`config.mk`:
```
export PLATFORM = sky130hd
export DESIGN_NAME = fetch_queue_stage
export DESIGN_NICKNAME = d
export VERILOG_FILES = /design/src/rtl/fetch_queue_stage_pkg.sv /design/src/rtl/fetch_queue_stage_fifo.sv /design/src/rtl/fetch_queue_stage.sv
export SDC_FILE = /design/constraint.sdc
export NUM_CORES = 1
export LEC_CHECK = 0
export BUFFER_PORTS_ARGS = -buffer_cell sky130_fd_sc_hd__buf_2
export CORE_AREA = 2 2 113 115
export DETAILED_ROUTE_END_ITERATION = 12
export DIE_AREA = 0 0 115 117
export PLACE_DENSITY = 0.93
export SYNTH_ARGS = -nofsm -noshare
export SYNTH_HDL_FRONTEND = slang
export SYNTH_SLANG_ARGS = --single-unit
```
`constraint.sdc`:
```
create_clock -name clk -period 17.1 [get_ports clk]
set_input_delay 3.42 -clock clk [delete_from_list [all_inputs] [get_ports clk]]
set_output_delay 3.42 -clock clk [all_outputs]
set_load 0.005 [all_outputs]
```
`src/rtl/fetch_queue_stage_pkg.sv`:
```
// Shared architecture constants and types for the fetch queue stage.
// Instruction word layout, jump type code and the queued entry bundle.
package fetch_queue_stage_pkg;

  localparam int XLEN     = 32;
  localparam int ITYPE_W  = 5;
  localparam int ITYPE_HI = 31;
  localparam int ITYPE_LO = 27;

  localparam logic [ITYPE_W-1:0] ITYPE_JUMP = 5'b11000;
  localparam logic [XLEN-1:0]    NOP        = '0;

  typedef struct packed {
    logic [XLEN-1:0] instr;
    logic [XLEN-1:0] pc;
  } fq_entry_t;

  function automatic logic is_jump(input logic [XLEN-1:0] w);
    return w[ITYPE_HI:ITYPE_LO] == ITYPE_JUMP;
  endfunction

endpackage

```
`src/rtl/fetch_queue_stage_fifo.sv`:
```
// fetch_fifo: parameterised synchronous FIFO with single-cycle flush.
// The caller guarantees push only when not full (or popping) and pop only when non-empty.
module fetch_fifo #(
  parameter  int DEPTH = 2,
  parameter  int W     = 64,
  localparam int AW    = $clog2(DEPTH),
  localparam int CW    = AW + 1
) (
  input  logic          clk,
  input  logic          rst,
  input  logic          flush,
  input  logic          push,
  input  logic          pop,
  input  logic [W-1:0]  din,
  output logic [W-1:0]  dout,
  output logic [CW-1:0] count
);

  logic [W-1:0]  mem_q [DEPTH];
  logic [AW-1:0] wptr_q, wptr_d;
  logic [AW-1:0] rptr_q, rptr_d;
  logic [CW-1:0] cnt_q, cnt_d;

  always_comb begin
    wptr_d = wptr_q;
    rptr_d = rptr_q;
    cnt_d  = cnt_q;
    if (flush) begin
      wptr_d = '0;
      rptr_d = '0;
      cnt_d  = '0;
    end else begin
      if (push) wptr_d = wptr_q + AW'(1);
      if (pop)  rptr_d = rptr_q + AW'(1);
      cnt_d = cnt_q + CW'(push) - CW'(pop);
    end
  end

  always_ff @(posedge clk or posedge rst) begin
    if (rst) begin
      wptr_q <= '0;
      rptr_q <= '0;
      cnt_q  <= '0;
    end else begin
      wptr_q <= wptr_d;
      rptr_q <= rptr_d;
      cnt_q  <= cnt_d;
    end
  end

  always_ff @(posedge clk) begin
    if (push && !flush) mem_q[wptr_q] <= din;
  end

  assign dout  = mem_q[rptr_q];
  assign count = cnt_q;

endmodule

```
`src/rtl/fetch_queue_stage.sv`:
```
// Fetch stage: owns the PC, fetches into a small queue, handles redirects.
// Optional FETCH_JUMP_HOLD_EN: stall fetch after a jump word until resolved.
module fetch_queue_stage
  import fetch_queue_stage_pkg::*;
#(
  parameter  int              DEPTH    = 2,
  parameter  logic [XLEN-1:0] RESET_PC = '0,
  localparam int              CW       = $clog2(DEPTH) + 1
) (
  input  logic            clk,
  input  logic            rst,
  output logic [XLEN-1:0] imem_raddr,
  input  logic [XLEN-1:0] imem_rdata,
  output logic [XLEN-1:0] instr_out,
  output logic [XLEN-1:0] instr_pc_out,
  output logic            instr_valid,
  input  logic            instr_ready,
  input  logic            redirect_valid,
  input  logic [XLEN-1:0] redirect_addr,
`ifdef FETCH_JUMP_HOLD_EN
  input  logic            jump_resolved,
`endif
  output logic [CW-1:0]   fifo_count
);

  logic [XLEN-1:0] pc_q, pc_d;
  logic            push, pop, room, hold;
  fq_entry_t       wr_e, rd_e;

  assign instr_valid = fifo_count != '0;
  assign room        = fifo_count < CW'(DEPTH);
  assign pop  = instr_valid && instr_ready && !redirect_valid;
  assign push = !redirect_valid && !hold && (room || pop);

`ifdef FETCH_JUMP_HOLD_EN
  logic hold_q, hold_d;

  always_comb begin
    hold_d = hold_q;
    if (redirect_valid || jump_resolved) hold_d = 1'b0;
    else if (push && is_jump(imem_rdata)) hold_d = 1'b1;
  end

  always_ff @(posedge clk or posedge rst) begin
    if (rst) hold_q <= 1'b0;
    else     hold_q <= hold_d;
  end

  assign hold = hold_q;
`else
  assign hold = 1'b0;
`endif

  always_comb begin
    pc_d = pc_q;
    if (redirect_valid) pc_d = redirect_addr;
    else if (push)      pc_d = pc_q + XLEN'(1);
  end

  always_ff @(posedge clk or posedge rst) begin
    if (rst) pc_q <= RESET_PC;
    else     pc_q <= pc_d;
  end

  assign wr_e = '{instr: imem_rdata, pc: pc_q};

  fetch_fifo #(
    .DEPTH(DEPTH),
    .W    ($bits(fq_entry_t))
  ) u_fifo (
    .clk  (clk),
    .rst  (rst),
    .flush(redirect_valid),
    .push (push),
    .pop  (pop),
    .din  (wr_e),
    .dout (rd_e),
    .count(fifo_count)
  );

  assign imem_raddr   = pc_q;
  assign instr_out    = instr_valid ? rd_e.instr : NOP;
  assign instr_pc_out = instr_valid ? rd_e.pc    : '0;

endmodule

```
==> impl_metrics.py <==
metrics = {
    "clock_network": {
        "clkTransAtPathRegs_ns": 0.06,
        "cts_tree": "done",
        "cts_resized": 0,
        "cts_buffers": 17,
        "htree_levels": 4,
        "cts.sinks": 164,
        "cts-hold-fix-buffers": 0,
        "post-cts-setup-buffers": 0,
        "cts_root_buffer": "clkbuf_16",
        "cts_buffer_depth": 2,
        "clk_latency_ns": 0.42,
    },
    "yosys": {
        "synth_area_leader_cell": "edfxtp_1",
        "ys_top_cells_by_count": "edfxtp_1, nor2_1, mux2i_1",
        "avgSynthCellArea_sq_um": 13.7,
        "yosysSeqAreaShare_pct": 68.6,
        "synth_edf_count": 128,
        "ys_ff_latch": 164,
        "synthArstFlopShare_pct": 22.0,
        "ys_types": 36,
        "synth_area_sq_mm": 0.00692,
        "synth_top_area_share_pct": 55.5,
        "yosysMostFrequentCell": "edfxtp_1",
        "yosys_warnings": 0,
        "syn-num-nets": 576,
        "synthTopCellsByArea": "edfxtp_1, dfrtp_1, mux2i_1",
        "synth_ff_type": "edfxtp_1",
        "netlist_instances": 505,
    },
    "worst_setup_path": {
        "cp-start-kind": "flop",
        "crit_fanout": 45,
        "required_ns": 13.68,
        "worstSetupPathType": "flop to primary output",
        "worstPathArrival_ns": 2.19,
        "endpoint_kind": "primary output",
        "rrSetupSlack_ns": 14.57,
    },
    "routing": {
        "vias": 4486,
        "post_drt_wl_per_cell_microns": 17.3,
        "vias_per_cell": 5.39,
        "drt-initial-drc-count": 340,
        "drc_errors": 0,
        "first_pass_iters": 5,
        "antenna_left": 0,
        "drt-total-wl_mm": 14.4,
    },
    "power_and_ir_drop": {
        "power.switching_uw": 366,
        "power.total_uw": 1260,
        "vdd_drop_max_mv": 0.0837,
        "p_leak_uw": 0.00339,
        "pwr-share-comb_pct": 23.8,
        "p_sw_share_pct": 29.2,
        "seq_power_share_pct": 45.2,
        "p_per_area_mw_per_mm2": 148,
        "clock_power_share_pct": 31.0,
        "power.internal_uw": 890,
    },
    "timing": {
        "drv_slew": 0,
        "setup_viol": 0,
        "final_hold_viol_count": 0,
        "finClkSkew_ns": 0.00644,
        "max_freq_ghz": 0.178,
        "finalCritPeriodShare_pct": 32.8,
        "tightestPinTransition_ns": 1.14,
        "hold_slack_ns": 0.562,
        "relSlewSlack_pct": 24.3,
        "rsz0062_at_grt": "false",
        "period_needed_ns": 5.61,
        "setup-tns-final_ns": 0,
    },
    "placement": {
        "dp_hpwl_mm": 9.47,
        "port_buffers": 166,
        "numPlacedInstances": 800,
        "routabilityCongestion": 0.831,
    },
    "finish": {
        "final_net_count": 740,
        "drive_gt1_share_pct": 32.1,
        "areaGrowthSynthToFinish_pct": 22.6,
        "num-fill-cells": 856,
        "insertedDiodeCount": 0,
        "fin_cells": 832,
    },
    "status": {
        "status": "finished, final reports clean",
    },
    "die": {
        "core_area_sq_mm": 0.0123,
        "row_count": 41,
        "start_util_pct": 56.2,
        "die_w_microns": 115,
        "dieArea_sq_mm": 0.0135,
        "top_level_ports": 167,
        "die_h_microns": 117,
    },
    "global_routing": {
        "grt_max_degree": 70,
        "grt_pass1_wl_mm": 21.8,
        "overflow": 0,
        "antenna_found_initial": 1,
        "grt_pass1_vias": 4379,
        "grt_use_total_pct": 21.6,
    },
    "flow_run": {
        "drv_cap": 0,
    },
    "hold_path": {
        "min-delay-path-class": "flop to flop",
    },
}
## layer usage
metal	track usage [%]	vias to the layer above	routed length (microns)
met5	0	-	13
met4	8.51	2	214
met3	6.23	23	808
li1	-	2132	-
met1	26.7	2167	6110
met2	36.4	162	7230
## path summary, 6_finish.rpt
| path | startpoint | to | cells past startpoint |
|---|---|---|---|
| max | u_fifo.count[1] | instr_pc_out[1] | 4 |
| min | imem_raddr[22] | u_fifo.mem_q[0][22] | 0 |
| max reg2reg | u_fifo.count[1] | u_fifo.mem_q[0][0] | 4 |
| min reg2reg | imem_raddr[22] | u_fifo.mem_q[0][22] | 0 |
| max in group asynchronous | rst | u_fifo.rptr_q | 3 |
| min in group asynchronous | rst | u_fifo.count[0] | 3 |
## critical path: stages (launching register included)
cell     delay (ns)
dfrtp_1        0.52
nor2_4         0.46
buf_4          0.50
nor2_1         0.12
buf_2          0.15
## cell families after synthesis
kind of cell	share of synthesized area, %
AO/OA/AOI/OAI	2.98
XOR/XNOR	4.30
adder cells (fa/ha/maj)	0.542
buffers and inverters	2.37
flip-flops	68.6
multiplexers	9.89
AND/OR/NAND/NOR	11.4
## cells in the final DEF (no fill, tap or decap), types with 6 or more instances in the layout
master	instances
and3_1	6
buf_2	166
clkbuf_16	17
dfrtp_1	35
edfxtp_1	128
inv_1	12
mux2i_1	65
nand2_1	40
nand3_1	8
nand4_1	6
nor2_1	77
nor3_2	10
o21ai_0	20
o21ai_1	8
xnor2_1	24
xor2_1	10
## power by group through the flow
| stage | Sequential (uW) | Clock [uW] | Combinational [uW] |
|---|---|---|---|
| floorplan | 539 | 0 | 201 |
| detailed placement | 576 | 0 | 302 |
| CTS | 568 | 395 | 304 |
| global placement | 571 | 0 | 295 |
| global route | 575 | 412 | 333 |
| finish | 568 | 389 | 299 |
## per-stage QoR
stage | worst slack, ns | area (sq um) | util [%]
floorplan | 8.29 | 6920 | -
global placement | 11.45 | 7880 | 64.0
detailed placement | 11.36 | 7880 | 64.0
CTS | 11.45 | 8490 | 68.9
global route | 11.35 | 8490 | 68.9
finish | 11.49 | 8490 | 68.9
## layout make-up
class	count	area, sq um	share of cell area, %
clock buffers	21	450	5.31
repair buffers	171	868	10.2
inverters	12	45.0	0.531
flip-flops and latches	164	4750	56.0
clock inverters	11	159	1.87
multi-input cells	303	2030	23.9
well taps	150	188	2.21
## state kept, by name, indices dropped and copies added, names as in the netlist
name	cells
u_fifo.count	2
u_fifo.mem_q	128
u_fifo.rptr_q	1
u_fifo.wptr_q	1
imem_raddr	32
No activity file was read; power rests on OpenSTA's default activity.
